### src/rtl/instruction_fetch_pkg.sv
// Shared types and helpers for the instruction fetch unit.
package instruction_fetch_pkg;

    localparam int ADDRESS_WIDTH     = 16;
    localparam int WORD_WIDTH        = 32;
    localparam int INSTRUCTION_BYTES = 4;

    typedef logic [ADDRESS_WIDTH-1:0] rom_address_t;
    typedef logic [WORD_WIDTH-1:0]    word_t;

    // One buffered fetch: the instruction and the byte address it came from.
    typedef struct packed {
        rom_address_t pc;
        word_t        instruction;
    } fetch_entry_t;

    typedef enum logic {
        FETCH = 1'b0,
        FAULT = 1'b1
    } fetch_state_t;

    // Word index of a byte address (drops the byte-in-word bits).
    function automatic logic [ADDRESS_WIDTH-3:0] word_address(input rom_address_t address);
        return address[ADDRESS_WIDTH-1:2];
    endfunction

    // An address is aligned when rebuilding it from its word index is lossless.
    function automatic logic is_word_aligned(input rom_address_t address);
        return {word_address(address), 2'b00} == address;
    endfunction

endpackage

### src/rtl/instruction_fetch_fifo.sv
// Small skid FIFO of fetch entries; head is read straight from the entry registers.
module instruction_fetch_fifo
    import instruction_fetch_pkg::*;
#(
    parameter int DEPTH = 2
) (
    input  logic         clk,
    input  logic         reset_n,
    input  logic         push,
    input  logic         pop,
    input  logic         flush,
    input  fetch_entry_t push_entry,
    output logic         full,
    output logic         empty,
    output fetch_entry_t head
);

    localparam int PTR_WIDTH   = $clog2(DEPTH);
    localparam int COUNT_WIDTH = PTR_WIDTH + 1;

    fetch_entry_t           entry_reg [DEPTH];
    logic [PTR_WIDTH-1:0]   rd_ptr_reg, rd_ptr_next;
    logic [PTR_WIDTH-1:0]   wr_ptr_reg, wr_ptr_next;
    logic [COUNT_WIDTH-1:0] count_reg, count_next;
    logic                   do_push;
    logic                   do_pop;

    assign full  = (count_reg == COUNT_WIDTH'(DEPTH));
    assign empty = (count_reg == '0);
    assign head  = entry_reg[rd_ptr_reg];

    // A push into a full FIFO is only legal when the head leaves in the same cycle.
    assign do_pop  = pop && !empty;
    assign do_push = push && (!full || do_pop);

    // Pointer and occupancy bookkeeping; flush wins over everything else.
    always_comb begin
        rd_ptr_next = rd_ptr_reg;
        wr_ptr_next = wr_ptr_reg;
        count_next  = count_reg;
        if (flush) begin
            rd_ptr_next = '0;
            wr_ptr_next = '0;
            count_next  = '0;
        end else begin
            if (do_pop) begin
                rd_ptr_next = rd_ptr_reg + PTR_WIDTH'(1);
            end
            if (do_push) begin
                wr_ptr_next = wr_ptr_reg + PTR_WIDTH'(1);
            end
            if (do_push && !do_pop) begin
                count_next = count_reg + COUNT_WIDTH'(1);
            end else if (do_pop && !do_push) begin
                count_next = count_reg - COUNT_WIDTH'(1);
            end
        end
    end

    // Control state resets asynchronously so the FIFO empties the moment reset hits.
    always_ff @(posedge clk or negedge reset_n) begin
        if (!reset_n) begin
            rd_ptr_reg <= '0;
            wr_ptr_reg <= '0;
            count_reg  <= '0;
        end else begin
            rd_ptr_reg <= rd_ptr_next;
            wr_ptr_reg <= wr_ptr_next;
            count_reg  <= count_next;
        end
    end

    // Entry storage needs no reset: contents are only observed behind a non-zero count.
    generate
        for (genvar gi = 0; gi < DEPTH; gi++) begin : g_entry
            always_ff @(posedge clk) begin
                if (do_push && !flush && (wr_ptr_reg == PTR_WIDTH'(gi))) begin
                    entry_reg[gi] <= push_entry;
                end
            end
        end
    endgenerate

endmodule

### src/rtl/instruction_fetch.sv
// Fetch unit: owns the PC, reads the ROM, buffers fetches and handles redirects.
module instruction_fetch
    import instruction_fetch_pkg::*;
#(
    parameter rom_address_t RESET_PC = '0,
    parameter int           DEPTH    = 2
) (
    input  logic         clk,
    input  logic         reset_n,
    output rom_address_t rom_address,
    input  word_t        rom_data,
    input  logic         redirect_valid,
    input  rom_address_t redirect_target,
    output logic         out_valid,
    input  logic         out_ready,
    output rom_address_t out_pc,
    output word_t        out_instruction,
    output logic         fault
);

    fetch_state_t state_reg, state_next;
    rom_address_t pc_reg, pc_next;
    logic         fifo_push;
    logic         fifo_pop;
    logic         fifo_flush;
    logic         fifo_full;
    logic         fifo_empty;
    fetch_entry_t fifo_head;
    fetch_entry_t fetch_entry;

    assign rom_address = pc_reg;
    assign fetch_entry = '{pc: pc_reg, instruction: rom_data};

    assign out_valid       = !fifo_empty && (state_reg == FETCH);
    assign fifo_pop        = out_valid && out_ready;
    assign out_pc          = out_valid ? fifo_head.pc : '0;
    assign out_instruction = out_valid ? fifo_head.instruction : '0;

    // Next state, next PC and FIFO control; a redirect pre-empts the sequential fetch.
    always_comb begin
        state_next = state_reg;
        pc_next    = pc_reg;
        fifo_push  = 1'b0;
        fifo_flush = 1'b0;
        fault      = 1'b0;
        case (state_reg)
            FETCH: begin
                if (redirect_valid) begin
                    fifo_flush = 1'b1;
                    if (is_word_aligned(redirect_target)) begin
                        pc_next = redirect_target;
                    end else begin
                        state_next = FAULT;
                    end
                end else if (!fifo_full || fifo_pop) begin
                    fifo_push = 1'b1;
                    pc_next   = pc_reg + rom_address_t'(INSTRUCTION_BYTES);
                end
            end
            FAULT: begin
                fault = 1'b1;
            end
            default: begin
                state_next = FETCH;
            end
        endcase
    end

    // State and PC registers.
    always_ff @(posedge clk or negedge reset_n) begin
        if (!reset_n) begin
            state_reg <= FETCH;
            pc_reg    <= RESET_PC;
        end else begin
            state_reg <= state_next;
            pc_reg    <= pc_next;
        end
    end

    instruction_fetch_fifo #(
        .DEPTH(DEPTH)
    ) u_fifo (
        .clk       (clk),
        .reset_n   (reset_n),
        .push      (fifo_push),
        .pop       (fifo_pop),
        .flush     (fifo_flush),
        .push_entry(fetch_entry),
        .full      (fifo_full),
        .empty     (fifo_empty),
        .head      (fifo_head)
    );

endmodule

### config.mk
export PLATFORM = sky130hd
export DESIGN_NAME = instruction_fetch
export DESIGN_NICKNAME = d
export VERILOG_FILES = /design/src/rtl/instruction_fetch_pkg.sv /design/src/rtl/instruction_fetch_fifo.sv /design/src/rtl/instruction_fetch.sv
export SDC_FILE = /design/constraint.sdc
export NUM_CORES = 1
export LEC_CHECK = 0
export CORE_ASPECT_RATIO = 0.8
export CORE_MARGIN = 4
export CORE_UTILIZATION = 35
export CTS_CLUSTER_SIZE = 30
export DETAILED_ROUTE_END_ITERATION = 6
export GPL_TIMING_DRIVEN = 0
export PLACE_DENSITY = 0.64
export SLEW_MARGIN = 20
export SYNTH_ARGS = -nofsm -noshare
export SYNTH_HDL_FRONTEND = slang
export SYNTH_SLANG_ARGS = --single-unit
### constraint.sdc
create_clock -name clk -period 9.1 [get_ports clk]
set_clock_uncertainty 0.2 [all_clocks]
set_input_delay 1.82 -clock clk [delete_from_list [all_inputs] [get_ports clk]]
set_output_delay 1.82 -clock clk [all_outputs]
set_load 0.005 [all_outputs]
==> results.yml <==
placed_design:
  place_ws_ps: 4600
  port_buffers: 116
  place_congestion: 0.776
  dp.cells: 640
  hpwl_um: 7540
logic_synthesis:
  synth_edf_count: 96
  syn-instance-count: 342
  async_reset_ff_frac: 0.179
  syn_area_per_cell_sq_um: 14.2
  yosys_warnings: 0
  synth.yosys.seq_area_share: 0.702
  ys_types: 45
  ys.flop_type: "edfxtp_1"
  syn-num-nets: 395
  ys_seq_elements: 117
  synth.cell_area_sq_mm: 0.00485
cts:
  cts_resized: 0
  post_cts_buffers: 0
  numCtsBuffers: 17
  cts.clk_slew.worst_paths_ps: 50
  clock-sinks: 117
  cts_max_level: 4
  clock_latency_ps: 400
  cts_tree: "done"
  hold_buffers: 0
  cts_root_buffer: "clkbuf_16"
  ctsLongestPathBuffers: 2
cells_and_area:
  multi_input_area_sq_mm: 0.00133
  layout_common_cells: "clkdlybuf4s50_1 (115), edfxtp_1 (96), nor2_1 (56)"
  fin_nets: 532
  n_fill_cell: 1192
  antennaDiodeCount: 0
  drive_above_1_share: 0.0855
  area_delta_synth_final_pct: 41.2
  largest_reg_flops: 96
  fin_cells: 671
  layout_commonest_cell: "clkdlybuf4s50_1"
  seq_area_sq_mm: 0.00341
job:
  maxCapViolations: 0
drt:
  drc: 0
  first_pass_iters: 4
  routedWlPerCell_um: 16.5
  vias_per_cell: 4.85
  vias: 3255
  drt-initial-drc-count: 133
  wirelength_um: 11100
  ant_nets: 0
global_routing:
  grt_pass1_vias: 3339
  grt_overflow: 0
  grt_usage: 0.146
  antenna_found_initial: 0
  grt_pass1_wl_um: 17500
  grt_max_degree: 49
floorplan:
  initial_core_util: 0.358
  rows: 38
  io_pins: 118
  fp.dieH_um: 113
  dieArea_sq_mm: 0.0158
  coreArea_sq_mm: 0.0136
  die_w_um: 140
pwr:
  p_leak_nw: 2.38
  ir_worst_vdd_v: 0.000132
  powerDensity_mw_per_mm2: 202
setup_path:
  worst-path-buf-inv: 5
  endpoint_kind: "output port"
  slowest_delay_ps: 510
  path_cells: "buf_2 > or2_2 > clkbuf_1 > buf_2 > buf_1 > nor2_1 > clkdlybuf4s50_1"
  cp_data_required_time_ps: 7080
  cp-start-kind: "flop"
  cp_data_arrival_time_ps: 2590
  reg2reg_slack_ps: 6400
  crit_family: "buffers and inverters"
  path_class: "flop to output port"
  critPathLaunch: "state_reg$_DFF_PN0_"
  r2r-start: "u_fifo.count_reg[1]$_DFFE_PN0P_"
  cp_max_fo: 10
  path_common_cell: "buf_2"
  critical-path-slowest-cell: "clkdlybuf4s50_1"
timing:
  fin_ws_ps: 4490
  finalWorstPathRequiredPeriod_ps: 4610
  worst_pin_slew_ps: 895
  period_share: 0.506
  fin_tns_setup_ps: 0
  finalSetupViolations: 0
  slew_viol_final: 0
  relSlewSlack: 0.399
  finalHoldViolCount: 0
  rsz0062_at_grt: "no"
  fmax_mhz: 217
status:
  status: "completed"
min_path:
  hold_class: "flop to flop"
  min_from: "rom_address[1]$_DFFE_PN0P_"
-- worst paths after layout --
| path | cells past startpoint | endpoint |
|---|---|---|
| setup / recovery | 7 | out_instruction[30] |
| hold / removal | 0 | u_fifo.entry_reg[1][33]$_DFFE_PP_ |
| setup reg to reg | 3 | u_fifo.entry_reg[1][37]$_DFFE_PP_ |
| hold reg to reg | 0 | u_fifo.entry_reg[1][33]$_DFFE_PP_ |
| max in group asynchronous | 1 | rom_address[9]$_DFFE_PN0P_ |
| min in group asynchronous | 1 | rom_address[1]$_DFFE_PN0P_ |
-- synth_stat cells, types with 2 or more instances --
cell type | number | area (sq um)
a211o_1 | 3 | 26.3
a21boi_0 | 2 | 15.0
a21oi_1 | 9 | 45.0
a22oi_1 | 2 | 15.0
and2_1 | 3 | 18.8
and3_1 | 4 | 25.0
and4_1 | 2 | 17.5
buf_2 | 4 | 20.0
buf_6 | 2 | 22.5
clkbuf_1 | 10 | 37.5
dfrtp_1 | 21 | 526
edfxtp_1 | 96 | 2880
inv_1 | 5 | 18.8
mux2i_1 | 50 | 500
nand2_1 | 9 | 33.8
nand2b_1 | 4 | 25.0
nand3_1 | 6 | 30.0
nand4_1 | 3 | 18.8
nor2_1 | 57 | 214
nor3_1 | 10 | 50.1
nor3b_1 | 2 | 15.0
o21ai_0 | 10 | 50.1
o22ai_1 | 2 | 12.5
o2bb2ai_1 | 2 | 17.5
o32ai_1 | 2 | 17.5
or2_2 | 2 | 12.5
or3_1 | 2 | 12.5
-- power breakdown --
group | internal [mW] | switching [mW]
clock network | 0.412 | 0.208
registers | 0.597 | 0.0220
logic | 0.0804 | 0.0645
total | 1.09 | 0.295
-- layout make-up --
type | count | area share
sequential | 117 | 0.497
buffer | 18 | 0.0144
tap | 180 | 0.0329
timing repair buffer | 118 | 0.177
clock inverter | 6 | 0.0113
multi-input combinational | 201 | 0.194
clock buffer | 25 | 0.0694
inverter | 6 | 0.00329
-- metrics by stage --
stage	utilization	hold WS, ps	instance area, sq um	total power, mW
floorplan	-	273	4850	0.704
global placement	0.460	277	6240	0.772
detailed placement	0.465	285	6300	0.775
CTS	0.506	299	6860	1.40
global route	0.506	312	6850	1.44
finish	0.506	299	6850	1.38
-- metal layers --
| metal | global-route usage | part of all wire |
|---|---|---|
| met4 | 0.0516 | 0.016 |
| met3 | 0.0646 | 0.070 |
| met5 | 0 | 0 |
| met2 | 0.235 | 0.49 |
| met1 | 0.175 | 0.42 |
-- logic make-up (layout without fill, tap and decap cells) --
kind of cell,Yosys count,in the layout,share of synthesized area
buffers and inverters,24,173,0.0250
muxes,51,51,0.105
DFF,117,117,0.702
adders and majority gates,1,1,0.00258
AOI/OAI and AO/OA,43,43,0.0637
and+or+nand+nor,106,106,0.101
No activity file was read; power rests on OpenSTA's default activity.
